[src/rtl/bcd_count_ctrl.sv]
// Two-digit BCD up/down counter with start/stop/clear/load commands and an
// internal prescaler that paces count steps for the seven-segment decoders.
module bcd_count_ctrl #(
    parameter int unsigned TICK_DIV = 50000000,
    parameter int unsigned PW       = 26
) (
    input  logic       clk,
    input  logic       reset,
    input  logic       start,
    input  logic       stop,
    input  logic       clear,
    input  logic       load,
    input  logic [7:0] load_value,
    input  logic       up_down,
    output logic [7:0] bcd_out,
    output logic       running,
    output logic       tick,
    output logic       wrap,
    output logic       load_error
);

    typedef enum logic [0:0] {StIdle, StRun} state_e;

    localparam logic [PW-1:0] PrescLast = PW'(TICK_DIV - 1);

    state_e        state_q, state_d;
    logic [PW-1:0] presc_q, presc_d;
    logic [7:0]    bcd_q, bcd_d;
    logic          tick_q, tick_d;
    logic          wrap_q, wrap_d;
    logic          lerr_q, lerr_d;

    logic          load_ok;
    logic          step_due;
    logic          step_en;
    logic [7:0]    bcd_step;
    logic          step_wrap;

    assign load_ok = (load_value[7:4] <= 4'd9) && (load_value[3:0] <= 4'd9);

    // Any clear, load (accepted or not) or stop on the due edge swallows the step.
    assign step_due = (state_q == StRun) && (presc_q == PrescLast);
    assign step_en  = step_due && !stop && !clear && !load;

    always_comb begin
        bcd_step  = bcd_q;
        step_wrap = 1'b0;
        if (up_down) begin
            if (bcd_q[3:0] == 4'd9) begin
                bcd_step[3:0] = 4'd0;
                if (bcd_q[7:4] == 4'd9) begin
                    bcd_step[7:4] = 4'd0;
                    step_wrap     = 1'b1;
                end else begin
                    bcd_step[7:4] = bcd_q[7:4] + 4'd1;
                end
            end else begin
                bcd_step[3:0] = bcd_q[3:0] + 4'd1;
            end
        end else begin
            if (bcd_q[3:0] == 4'd0) begin
                bcd_step[3:0] = 4'd9;
                if (bcd_q[7:4] == 4'd0) begin
                    bcd_step[7:4] = 4'd9;
                    step_wrap     = 1'b1;
                end else begin
                    bcd_step[7:4] = bcd_q[7:4] - 4'd1;
                end
            end else begin
                bcd_step[3:0] = bcd_q[3:0] - 4'd1;
            end
        end
    end

    always_comb begin
        state_d = state_q;
        presc_d = presc_q;
        bcd_d   = bcd_q;
        tick_d  = 1'b0;
        wrap_d  = 1'b0;
        lerr_d  = 1'b0;

        if (stop) begin
            state_d = StIdle;
        end else if (start && state_q == StIdle) begin
            state_d = StRun;
        end

        if (state_q == StRun && !stop) begin
            presc_d = step_due ? '0 : presc_q + 1'b1;
        end else begin
            presc_d = '0;
        end

        if (clear) begin
            bcd_d   = 8'h00;
            presc_d = '0;
        end else if (load) begin
            if (load_ok) begin
                bcd_d   = load_value;
                presc_d = '0;
            end else begin
                lerr_d = 1'b1;
            end
        end else if (step_en) begin
            bcd_d  = bcd_step;
            tick_d = 1'b1;
            wrap_d = step_wrap;
        end
    end

    always_ff @(posedge clk) begin
        if (reset) begin
            state_q <= StIdle;
            presc_q <= '0;
            bcd_q   <= 8'h00;
            tick_q  <= 1'b0;
            wrap_q  <= 1'b0;
            lerr_q  <= 1'b0;
        end else begin
            state_q <= state_d;
            presc_q <= presc_d;
            bcd_q   <= bcd_d;
            tick_q  <= tick_d;
            wrap_q  <= wrap_d;
            lerr_q  <= lerr_d;
        end
    end

    assign bcd_out    = bcd_q;
    assign running    = (state_q == StRun);
    assign tick       = tick_q;
    assign wrap       = wrap_q;
    assign load_error = lerr_q;

endmodule

[config.mk]
export PLATFORM = sky130hd
export DESIGN_NAME = bcd_count_ctrl
export DESIGN_NICKNAME = d
export VERILOG_FILES = /design/src/rtl/bcd_count_ctrl.sv
export SDC_FILE = /design/constraint.sdc
export NUM_CORES = 1
export LEC_CHECK = 0
export BUFFER_PORTS_ARGS = -buffer_cell sky130_fd_sc_hd__buf_2
export CORE_MARGIN = 1
export CORE_UTILIZATION = 45
export CTS_BUF_LIST = sky130_fd_sc_hd__clkbuf_8
export DETAILED_ROUTE_END_ITERATION = 12
export SETUP_SLACK_MARGIN = 0.5
export SLEW_MARGIN = 20
export SYNTH_ARGS = -nofsm -noshare
export SYNTH_HDL_FRONTEND = slang
export SYNTH_SLANG_ARGS = --single-unit
[constraint.sdc]
create_clock -name clk -period 2.2 [get_ports clk]
set_input_delay 0.44 -clock clk [delete_from_list [all_inputs] [get_ports clk]]
set_output_delay 0.44 -clock clk [all_outputs]
set_load 0.02 [all_outputs]
### Word level (Yosys, flattened, before mapping)

Index checks and enable logic that the tools add are counted.

* $add $sub $neg: 5
* multipliers: 0
* div/mod/pow operators: 0
* order comparisons: 2
* equality and inequality tests: 5
* shift operators: 0
* muxes and demuxes: 21
* bitwise gates (word level): 3
* reduce and logical (&&, ||, !) cells: 21

Operators by type and width (count)
* 2-to-1 mux 26 bit: 4
* 2-to-1 mux 8 bit: 4
* adder 26 x 1 -> 26 bit (second input constant): 1
* == test 26 bit (second input constant): 1
* 2-to-1 mux 4 bit: 6
* adder 4 x 1 -> 4 bit (second input constant): 2
* == test 4 bit (second input constant): 2
* <= comparator 4 bit (second input constant): 2
* logical NOT 4 bit: 2
* subtractor 4 x 1 -> 4 bit (second input constant): 2
* logical AND 1 bit: 7
* 2-to-1 mux 1 bit: 7
* OR reduction 3 bit: 2
* AND reduction 4 bit: 1
* OR reduction 2 bit: 2
* OR reduction 4 bit: 1
* logical NOT 1 bit: 3
* != test 3 x 2 -> 1 bit (second input constant): 1
* inverter 1 bit: 3
* nonzero test 3 bit: 1
* != test 2 x 1 -> 1 bit (second input constant): 1
* AND reduction 2 bit: 1
* nonzero test 2 bit: 1

* bits in registers: 38
* latch bits: 0
* RAM bits: 0
* bits in read-only memories: 0
* input port bits: 15
* output and inout bits: 12
* word-level logic and storage cells: 64
* memories: 0

### Logic depth before layout (Yosys ltp)

Gate-level depths: netlist of the first run.

* depth after elaboration: 7
* depth in mapped cells: 7
* depth with buffers taken out: 6

### Worst setup path after synthesis of the first run

No wires, ideal clock.

* path kind: flip-flop to flip-flop
* from: register bcd_q[3], in the netlist bcd_out[3]
* to: register bcd_q[4], in the netlist bcd_out[4]
* library setup time: 115 ps
* arrival: 1631 ps
* required time: 2085 ps
* path slack: 454 ps
* cell stages (with the launch flop): 7
* path buffers: 1
* period minus slack after synthesis: 1746 ps
* cells stage by stage: dfxtp_1 > buf_6 > or3_4 > a211o_1 > nor3_4 > nor3_1 > o21a_1

* word-level cells in the longest chain between the ends: 3
* elaborated cells between the ends (all ways): 5
* those cells by class: eq/ne (2); reduce/logical (3)

Ends and longest elaborated chain
* start: declaration: RTL line 28 `logic [7:0] bcd_q, bcd_d;`
* start signal: assignment: RTL line 116 `bcd_q <= 8'h00;`
* start signal: assignment: RTL line 123 `bcd_q <= bcd_d;`
* == test 4 bit / logical NOT 4 bit (equally long branches): RTL line 49, 61
* != test 3 x 2 -> 1 bit (no source line) / nonzero test 3 bit (equally long branches)
* AND reduction 4 bit (no source line) *

Mark *: on every way between the ends. The rest lies on a longest branch, timed or not.
A chain may end at the register's enable or synchronous reset.

### Final worst setup path of the first run

* from: register bcd_q[1], in the netlist bcd_out[1]
* to: output port bcd_out[1]

RTL lines
* end: declaration: RTL line 15 `output logic [7:0] bcd_out,`

No word-level cell between the ends.

==> run metrics, run 1 <==
Syn Nets between 200 and 300; initial antenna violation count 0; width of the die 71.2 um; floorplan core area ~4500 sq um; CTS tree done; CP Max Fanout 14; DRT iter0 DRCs 87; Starting Density 0.481; Syn Inst Count roughly 260; predominant post-synthesis flop cell dfxtp_1; largest net degree at the start of global routing 27; DRC viols 3; aggregate global routing overflow 0; clk sinks 38; Seq/Total Area, Yosys 0.353; number of core rows 24; Final Hold Violating Endpoints 0; PnR worst setup slack a little under 0.6 ns; warnings from Yosys 0; Post-Layout Inst Area around 2500 sq um; fillers roughly 420; most frequent cells in the layout dfxtp_1 (35), nor2_1 (34), buf_2 (26); CP max stage cell dfxtp_1; leakage power of the design roughly 0.95 nW; drt wl/cell ~14 um; vias between 1500 and 2000; run status finished with violations; Worst setup SP type flip-flop; H-tree Lvls 2; Final ANT Viol Nets 0; worst hold path class primary input to flip-flop; CTS buffer count 5; HPWL Detailed between 3000 and 4000 um; RSZ-0062 raised after global routing yes; Worst EP required 1.76 ns; Yosys cell types 49; CTS Root Cell clkbuf_8; CP bufs+invs 1; crit-path cells buf_2; most common cell after layout, fill and taps aside dfxtp_1; fin. max-slew vios 0; first-pass GRT wire length roughly 8400 um; IO Count 27; IO Port Bufs 26; VDD IR max just over 0.3 mV; Post-Route WL 4780 um; Total Die Area between 5000 and 6000 sq um; fmax just over 0.6 GHz; Mapped Area 2150 sq um; vias in the first global route roughly 1800; drt pass-1 iters 8; Placed Area ~2300 sq um; diode count 0; worst-case clock buffer depth 2; Fin Hold WS roughly 0.34 ns; RD Place Congestion 0.786; DP Worst Slack around 0.30 ns; number of hold buffers added after cts 0; syn avg cell area approximately 8.2 sq um; Final setup violation count 0; CP max stage delay ~0.63 ns; Die Y around 71 um; Core Util, Final 0.568; Power Density between 600 and 700 nW/um^2; setup TNS 0 ns; register bit count reported by yosys 38; Slew headroom 0.674; CP Class flip-flop to output pin; Final period util 0.737; Clk Latency, worst-skew pair 0.29 ns; Async SR Flop Fraction 0; Tmin final 1.62 ns; via/cell ratio ~5.6; Post-synth EDFFs 0; share of cells above drive strength 1 0.233; CP Capture Type output pin; post-layout net count between 300 and 400; family with the most delay on the worst path flip-flops; Total Routing Usage GR 0.208; WP data arrival about 1.2 ns; Slew @ Worst Pin roughly 0.49 ns; total of max-cap violations 0; skew final about 0.0069 ns; Clk pin slew, worst setup/hold paths ~0.08 ns; failing checks design-rule violations; Area Growth Syn to Fin 18.1%
[where the power goes]
part	total (mW)	switching (mW)	internal [mW]
clock network	0.733	0.249	0.484
registers	0.701	0.0100	0.691
logic	0.113	0.0644	0.0485
total	1.55	0.323	1.22
[cells by family (layout without fill, tap and decap cells)]
logic type / Yosys count / in the layout / synth area share
flip-flops: 38 / 38 / 0.353
AO/OA/AOI/OAI: 41 / 41 / 0.131
XOR/XNOR: 27 / 27 / 0.110
AND/OR/NAND/NOR: 128 / 128 / 0.332
adder cells (fa/ha/maj): 1 / 1 / 0.00581
buffers and inverters: 21 / 48 / 0.0442
multiplexers: 5 / 5 / 0.0238
[repair_timing]
item / 4_1_cts / 5_1_grt
setup buffers: 0 / 1
pin swaps: 0 / 3
endpoints found under the setup margin: 30 / 33
resized for setup: 2 / 15
[sequential cells by signal, summed over array words and instances (netlist names)]
register	count
presc_q	26
bcd_out	8
load_error	1
running	1
tick	1
wrap	1
[per-stage QoR]
stage | instances | power [mW]
2_1_floorplan | 261 | 0.793
3_3_place_gp | 331 | 0.829
3_5_place_dp | 331 | 0.828
4_1_cts | 339 | 1.57
5_1_grt | 340 | 1.62
6_report | 340 | 1.55
[final cells by class]
class | instances | area (sq um) | share of cell area
clock inverters | 2 | 60.1 | 0.0236
flip-flops and latches | 38 | 767 | 0.302
well taps | 52 | 65.1 | 0.0256
repair buffers | 32 | 183 | 0.0719
inverters | 8 | 30.0 | 0.0118
clock buffers | 6 | 82.6 | 0.0325
multi-input cells | 202 | 1360 | 0.533
[synthesized netlist by cell type (2+ instances only)]
cell type	n	area share
mux2i_1	4	0.019
dfxtp_1	38	0.35
buf_2	4	0.0093
nor4_1	7	0.020
and4b_1	2	0.0093
o21ai_1	2	0.0047
nand4_1	7	0.020
and4_1	5	0.020
nor4b_2	2	0.014
nand2_1	21	0.037
inv_1	8	0.014
nand4_2	3	0.017
xnor2_1	14	0.057
a221o_1	4	0.019
a21oi_1	5	0.012
nor2b_1	3	0.0087
nand3_1	15	0.035
xor2_1	13	0.053
and2_1	4	0.012
and3_1	5	0.015
nor2_1	35	0.061
o22ai_1	3	0.0087
nor3_1	11	0.026
o21a_1	2	0.0070
or2_2	2	0.0058
o21ai_0	11	0.026
clkbuf_1	7	0.012
o211ai_1	2	0.0070
o21bai_1	2	0.0070
[path summary, 6_finish.rpt]
| kind | start | to | slack (ns) | depth (start not counted) |
|---|---|---|---|---|
| setup / recovery | bcd_out[1] | bcd_out[1] | 0.58 | 1 |
| hold / removal | stop | running | 0.34 | 2 |
| setup reg to reg | presc_q[20] | bcd_out[4] | 0.58 | 5 |
| hold reg to reg | presc_q[0] | presc_q[0] | 0.46 | 1 |
[metal layers]
| layer | wire [um] | global-route usage | part of all wire |
|---|---|---|---|
| met1 | 2170 | 0.261 | 0.45 |
| met2 | 2390 | 0.360 | 0.50 |
| met3 | 154 | 0.0442 | 0.032 |
| met4 | 68 | 0.0600 | 0.014 |
| met5 | 0 | 0 | 0 |
(Power assumes the default switching activity.)
==> run 2: changes to the inputs <==
--- a/config.mk
+++ b/config.mk
@@ -10,6 +10,7 @@
 export CORE_UTILIZATION = 45
 export CTS_BUF_LIST = sky130_fd_sc_hd__clkbuf_8
 export DETAILED_ROUTE_END_ITERATION = 12
+export PLACE_DENSITY = 0.67
 export SETUP_SLACK_MARGIN = 0.5
 export SLEW_MARGIN = 20
 export SYNTH_ARGS = -nofsm -noshare
==> constraint.sdc (replaced) <==
create_clock -name clk -period 1.37 [get_ports clk]
set_input_delay 0.274 -clock clk [delete_from_list [all_inputs] [get_ports clk]]
set_output_delay 0.274 -clock clk [all_outputs]
set_load 0.02 [all_outputs]
==> run 2 against run 1 <==
Net effect:
- the run ends with design-rule violations, negative setup slack left
- flip-flop and latch count stayed put
- clock skew is 0.0011 ns lower
- register-to-register slack worse by 0.80 ns
- non-clock buffer count is 84 higher
- cell count is 25% higher
- routed wire length is 42% higher
- die area stayed put
- sequential share of layout area is 7.0 points lower
- via count is 24% higher
- hold slack worse by 0.12 ns
- first-iteration DRC count is 53% higher
==> run metrics, run 2 (synthesis gave the netlist of run 1 again) <==
run status finished with violations; failing checks design-rule violations, negative setup slack; Final setup violation count 35; IO Count 27; Worst setup SP type flip-flop; Hold Crit Endpoint tick; Worst EP required ~1.6 ns; CP Capture Type flip-flop; met2 Resource Use GR 0.440; CTS tree done; Final Hold Violating Endpoints 0; H-tree Lvls 2; clk sinks 38; Core Util, Final 0.774; width of the die between 70 and 80 um; worst-case clock buffer depth 2; Total Die Area about 5100 sq um; Fin Hold WS 0.224 ns; fillers 312; share of cells above drive strength 1 0.500; most common cell after layout, fill and taps aside buf_4; VDD IR max roughly 0.65 mV; IO Port Bufs 26; R2R cell count 6; post-layout net count between 300 and 400; Storage cell area between 800 and 900 sq um; DRT iter0 DRCs between 100 and 150; reg-to-reg slack, setup -0.22 ns; Starting Density 0.481; number of core rows 24; Power Density a little under 700 nW/um^2; Multi-input gate area approximately 1500 sq um; Placed Area 2930 sq um; CP Max Fanout 5; CP Class flip-flop to flip-flop; WP data arrival 1.77 ns; aggregate global routing overflow 0; vias in the first global route roughly 2200; RSZ-0062 raised after global routing yes; most frequent cells in the layout buf_4 (73), nor2_1 (32), buf_6 (21); Final ANT Viol Nets 0; HPWL Detailed just over 4000 um; first-pass GRT wire length approximately 9800 um; Post-Layout Inst Area between 3000 and 4000 sq um; vias approximately 2400; Hold Path Depth 2; fmax 0.630 GHz; CTS buffer count 5; Area Growth Syn to Fin 60.9%; fin. max-slew vios 0; Total Routing Usage GR 0.242; skew final between 0.005 and 0.006 ns; RD Place Congestion 0.868; max reg flops 26; initial antenna violation count 0; Die Y between 70 and 80 um; drt pass-1 iters 8; reg-to-reg endpoint presc_q[21]; worst hold path class primary input to flip-flop; largest net degree at the start of global routing 27; Biggest register presc_q; Most Crowded Layer GR met2; total of max-cap violations 0; Clk pin slew, worst setup/hold paths approximately 0.08 ns; via/cell ratio approximately 5.6; Slew headroom 0.755; met1 Track Usage GR 0.278; Final period util 1.16; Post-Route WL approximately 6800 um; Hold Crit Start reset; drt wl/cell 16.0 um; floorplan core area 4470 sq um; Slew @ Worst Pin about 0.37 ns; Clk Latency, worst-skew pair between 0.2 and 0.3 ns; diode count 0; PnR worst setup slack -0.217 ns; DRC viols 4; met3 Use GR 0.0456; CTS Root Cell clkbuf_8; Tmin final between 1.5 and 2 ns; leakage power of the design between 1 and 1.5 nW; worst reg2reg startpoint presc_q[9]
## run 2: changes by cell type in the layout (fill, tap and decap cells not counted), moves of 3 or more
cell,before,now
dfxtp_1,35,16
buf_2,26,16
buf_4,5,73
dfxtp_2,2,17
dfxtp_4,1,5
nand3_1,15,12
nor4_1,5,0
o21ai_0,11,8
o21ai_1,1,4
buf_6,0,21
and4_4,0,3
nor4_2,2,6
## run 2: metal layers
layer,part of all wire,vias to the layer above
li1,-,1160
met1,0.40,1159
met2,0.55,56
met3,0.033,11
met4,0.016,0
met5,0,-
## run 2: worst max path at each step
stage / startpoint / end
after floorplan: bcd_out[3] / bcd_out[4]
after global placement: up_down / bcd_out[4]
after detailed placement: up_down / bcd_out[4]
after CTS: bcd_out[0] / bcd_out[4]
after global routing: presc_q[9] / presc_q[21]
final: presc_q[9] / presc_q[21]
## run 2: layout make-up
cell class,count,area share
Tap cell,52,0.0188
Sequential cell,38,0.231
Inverter,8,0.00867
Timing Repair Buffer,116,0.277
Clock inverter,3,0.0116
Multi-Input combinational cell,202,0.433
Clock buffer,5,0.0199
## run 2: metrics by stage
stage,total power [mW],std cells,worst slack (ns),TNS [ns]
6_report,2.34,424,-0.217,-5.67
5_1_grt,2.42,424,-0.301,-7.80
4_1_cts,2.32,410,-0.173,-4.42
3_5_place_dp,1.37,398,-0.265,-5.08
3_3_place_gp,1.37,398,-0.244,-4.02
2_1_floorplan,1.28,261,-0.283,-3.35
## run 2: where the power goes
group	switching [mW]	internal (mW)	total, mW
sequential	0.0120	1.10	1.12
clock	0.409	0.536	0.945
combinational	0.139	0.139	0.278
## run 2: critical path, stage by stage (launching register included)
cell	delay (ns)
dfxtp_2	0.37
buf_6	0.10
and3_4	0.18
nor4b_4	0.33
nand4_1	0.20
xor2_1	0.23
nor2_1	0.07
## run 2: repair_timing
action / in CTS / in global routing
hold buffers: 0 / 0
setup buffers: 4 / 11
resized for setup: 42 / 29
endpoints found under the setup margin: 48 / 49
pin swaps: 9 / 12
cloned: 0 / 3
==> run 3: changes to the inputs <==
--- a/config.mk
+++ b/config.mk
@@ -5,6 +5,7 @@
 export SDC_FILE = /design/constraint.sdc
 export NUM_CORES = 1
 export LEC_CHECK = 0
+export ABC_AREA = 1
 export BUFFER_PORTS_ARGS = -buffer_cell sky130_fd_sc_hd__buf_2
 export CORE_MARGIN = 1
 export CORE_UTILIZATION = 45
==> run 3 against run 2 <==
Net effect:
- the run ends with negative setup slack left
- area after synthesis up 3.8%
- routed wire length fell by 11%
- first-iteration DRC count decreased by 38%
- total power is 8.5% lower
- critical path type unchanged
- via count up 1.3%
==> run metrics, run 3 <==
Syn Inst Count 344; drt pass-1 iters 5; Final ANT Viol Nets 0; initial antenna violation count 0; Hold Path Depth 2; Post-Route WL approximately 6000 um; Yosys top cell area share 0.341; Synth Area in Compound Gates 0.0706; most common cell after layout, fill and taps aside nand2_1; Worst EP required around 1.6 ns; CTS tree done; number of hold buffers added after cts 0; placed insts 479; number of core rows 25; PnR worst setup slack -0.0807 ns; Area Growth Syn to Fin 44.0%; failing checks negative setup slack; DRT iter0 DRCs between 80 and 90; Clk Latency, worst-skew pair ~0.29 ns; floorplan core area 4750 sq um; HPWL Detailed about 4300 um; via/cell ratio ~4.9; Logic pwr share 0.108; P_int between 1.5 and 2 mW; Placed Area between 2000 and 3000 sq um; Biggest register presc_q; VDD IR max roughly 0.45 mV; family with the most delay on the worst path simple AND/OR/NAND/NOR gates; Commonest cells post-synth nand2_1 (85), nor2_1 (60), dfxtp_1 (38); Seq/Total Area, Yosys 0.341; mux share of post-synthesis cell area 0; fin. max-slew vios 0; fin cells ~500; crit-path cells ha_4 > nand3_4 > nor2_4 > inv_2 > nor2_4 > nand2_4 > nor2_4 > nand2_1 > nand2_1 > a21oi_2; RD Place Congestion about 0.82; width of the die approximately 72 um; register bit count reported by yosys 38; first-pass GRT wire length roughly 9700 um; Tmin final between 1 and 1.5 ns; register share of total power 0.524; Clk pin slew, worst setup/hold paths approximately 0.080 ns; Clock power frac 0.367; IO Port Bufs 26; warnings from Yosys 0; diode count 0; area leader, netlist dfxtp_1; worst hold path class primary input to flip-flop; Slew headroom 0.751; max reg flops 26; IO Count 27; Async SR Flop Fraction 0; Yosys cell types 34; syn avg cell area 6.49 sq um; CP Depth 10; skew final ~0.0076 ns; worst-case clock buffer depth 2; predominant post-synthesis flop cell dfxtp_1; Final setup violation count 15; largest net degree at the start of global routing 13; CTS Root Cell clkbuf_8; most frequent cells in the layout nand2_1 (81), nor2_1 (55), buf_4 (55); Worst setup SP type flip-flop; fmax slightly below 0.7 GHz; DRC viols 0; Starting Density 0.470; CTS buffer count 5; synth top area cells dfxtp_1 (34%), nand2_1 (14%), nor2_1 (10%), nand3_1 (5.6%), inv_1 (5.4%); CP max stage delay approximately 0.37 ns; CP Max Fanout 4; Simple-Gate Fraction of Synth Area 0.463; Post-Layout Inst Area approximately 3200 sq um; CP max stage cell dfxtp_4; Total Die Area between 5000 and 6000 sq um; run status finished with violations; Final Hold Violating Endpoints 0; vias around 2400; CP Class flip-flop to flip-flop; clk sinks 38; WP data arrival roughly 1.6 ns; Net Switching between 500 and 600 uW; switching part of the total 0.250; H-tree Lvls 2; Post-synth EDFFs 0; Post-Synth XOR/XNOR Area 0.0353; R2R cell count 10; post-layout net count approximately 450; CP bufs+invs 1; Hold Crit Start clear; worst reg2reg startpoint presc_q[0]; Setup crit start presc_q[0]; leakage power of the design 1.32 nW; RSZ-0062 raised after global routing yes; drt wl/cell about 12 um; share of cells above drive strength 1 0.383; CP Capture Type flip-flop; Power Density around 670 nW/um^2; count leader, synth nand2_1; Total Routing Usage GR 0.237; Syn Nets 360; aggregate global routing overflow 0; Slew @ Worst Pin between 0.3 and 0.4 ns; main combinational cell family by area after synthesis simple AND/OR/NAND/NOR gates; Die Y approximately 72 um; Post-Synth Adder-Cell Area 0.00560; total of max-cap violations 0; Final period util 1.06; vias in the first global route 2201; Mapped Area roughly 2200 sq um; cell mode on critical path nor2_4
-- run 3: changes by cell type in the layout (fill, tap and decap cells not counted), sizes merged, moves of 8 or more --
cell,previous run,this run
buf,113,84
inv,8,38
nand2,21,92
nand3,15,30
nand4,10,2
nor2,35,72
xnor2,14,3
-- run 3: stage by stage --
step	power [mW]	hold WS, ns	TNS [ns]	utilization	setup WS [ns]
floorplan	1.29	0.346	-0.0919	-	-0.0366
global route	2.24	0.200	-2.90	0.676	-0.160
CTS	2.15	0.192	-0.556	0.652	-0.0589
global placement	1.36	0.456	-1.28	0.599	-0.0802
finish	2.14	0.193	-0.430	0.676	-0.0807
detailed placement	1.36	0.468	-2.02	0.599	-0.143
-- run 3: path summary, 6_finish.rpt --
kind            endpoint  slack (ns)
min reg2reg   presc_q[8]        0.49
min           load_error        0.19
max reg2reg  presc_q[24]       -0.08
max          presc_q[24]       -0.08
-- run 3: final cells by class --
class / count / area [sq um]
fillers: 423 / 1540
multi-input cells: 260 / 1410
flip-flops and latches: 38 / 808
repair buffers: 84 / 669
inverters: 41 / 155
well taps: 67 / 83.8
clock buffers: 6 / 82.6
clock inverters: 2 / 8.76
-- run 3: cells by family after synthesis --
family,Yosys count
and+or+nand+nor,220
DFF,38
buffers and inverters,47
adders and majority gates,1
xor gates and xnor gates,9
AOI/OAI and AO/OA,29
-- run 3: power groups by stage --
stage | logic, mW | registers (mW) | clock network (mW)
2_1_floorplan | 0.125 | 1.16 | 0
3_3_place_gp | 0.202 | 1.16 | 0
3_5_place_dp | 0.204 | 1.16 | 0
4_1_cts | 0.221 | 1.12 | 0.804
5_1_grt | 0.257 | 1.12 | 0.859
6_report | 0.232 | 1.12 | 0.786
-- run 3: timing repair --
item,CTS,global route
resized for setup,43,21
cloned,1,0
setup buffers,4,6
pin swaps,4,10
setup endpoints to repair,48,48
-- run 3: metal layers --
layer	GRT usage	wire length [um]	up-vias
li1	-	-	1263
met1	0.307	2750	1084
met2	0.402	2930	58
met3	0.0375	237	11
met4	0.0784	96	0
met5	0	0	-
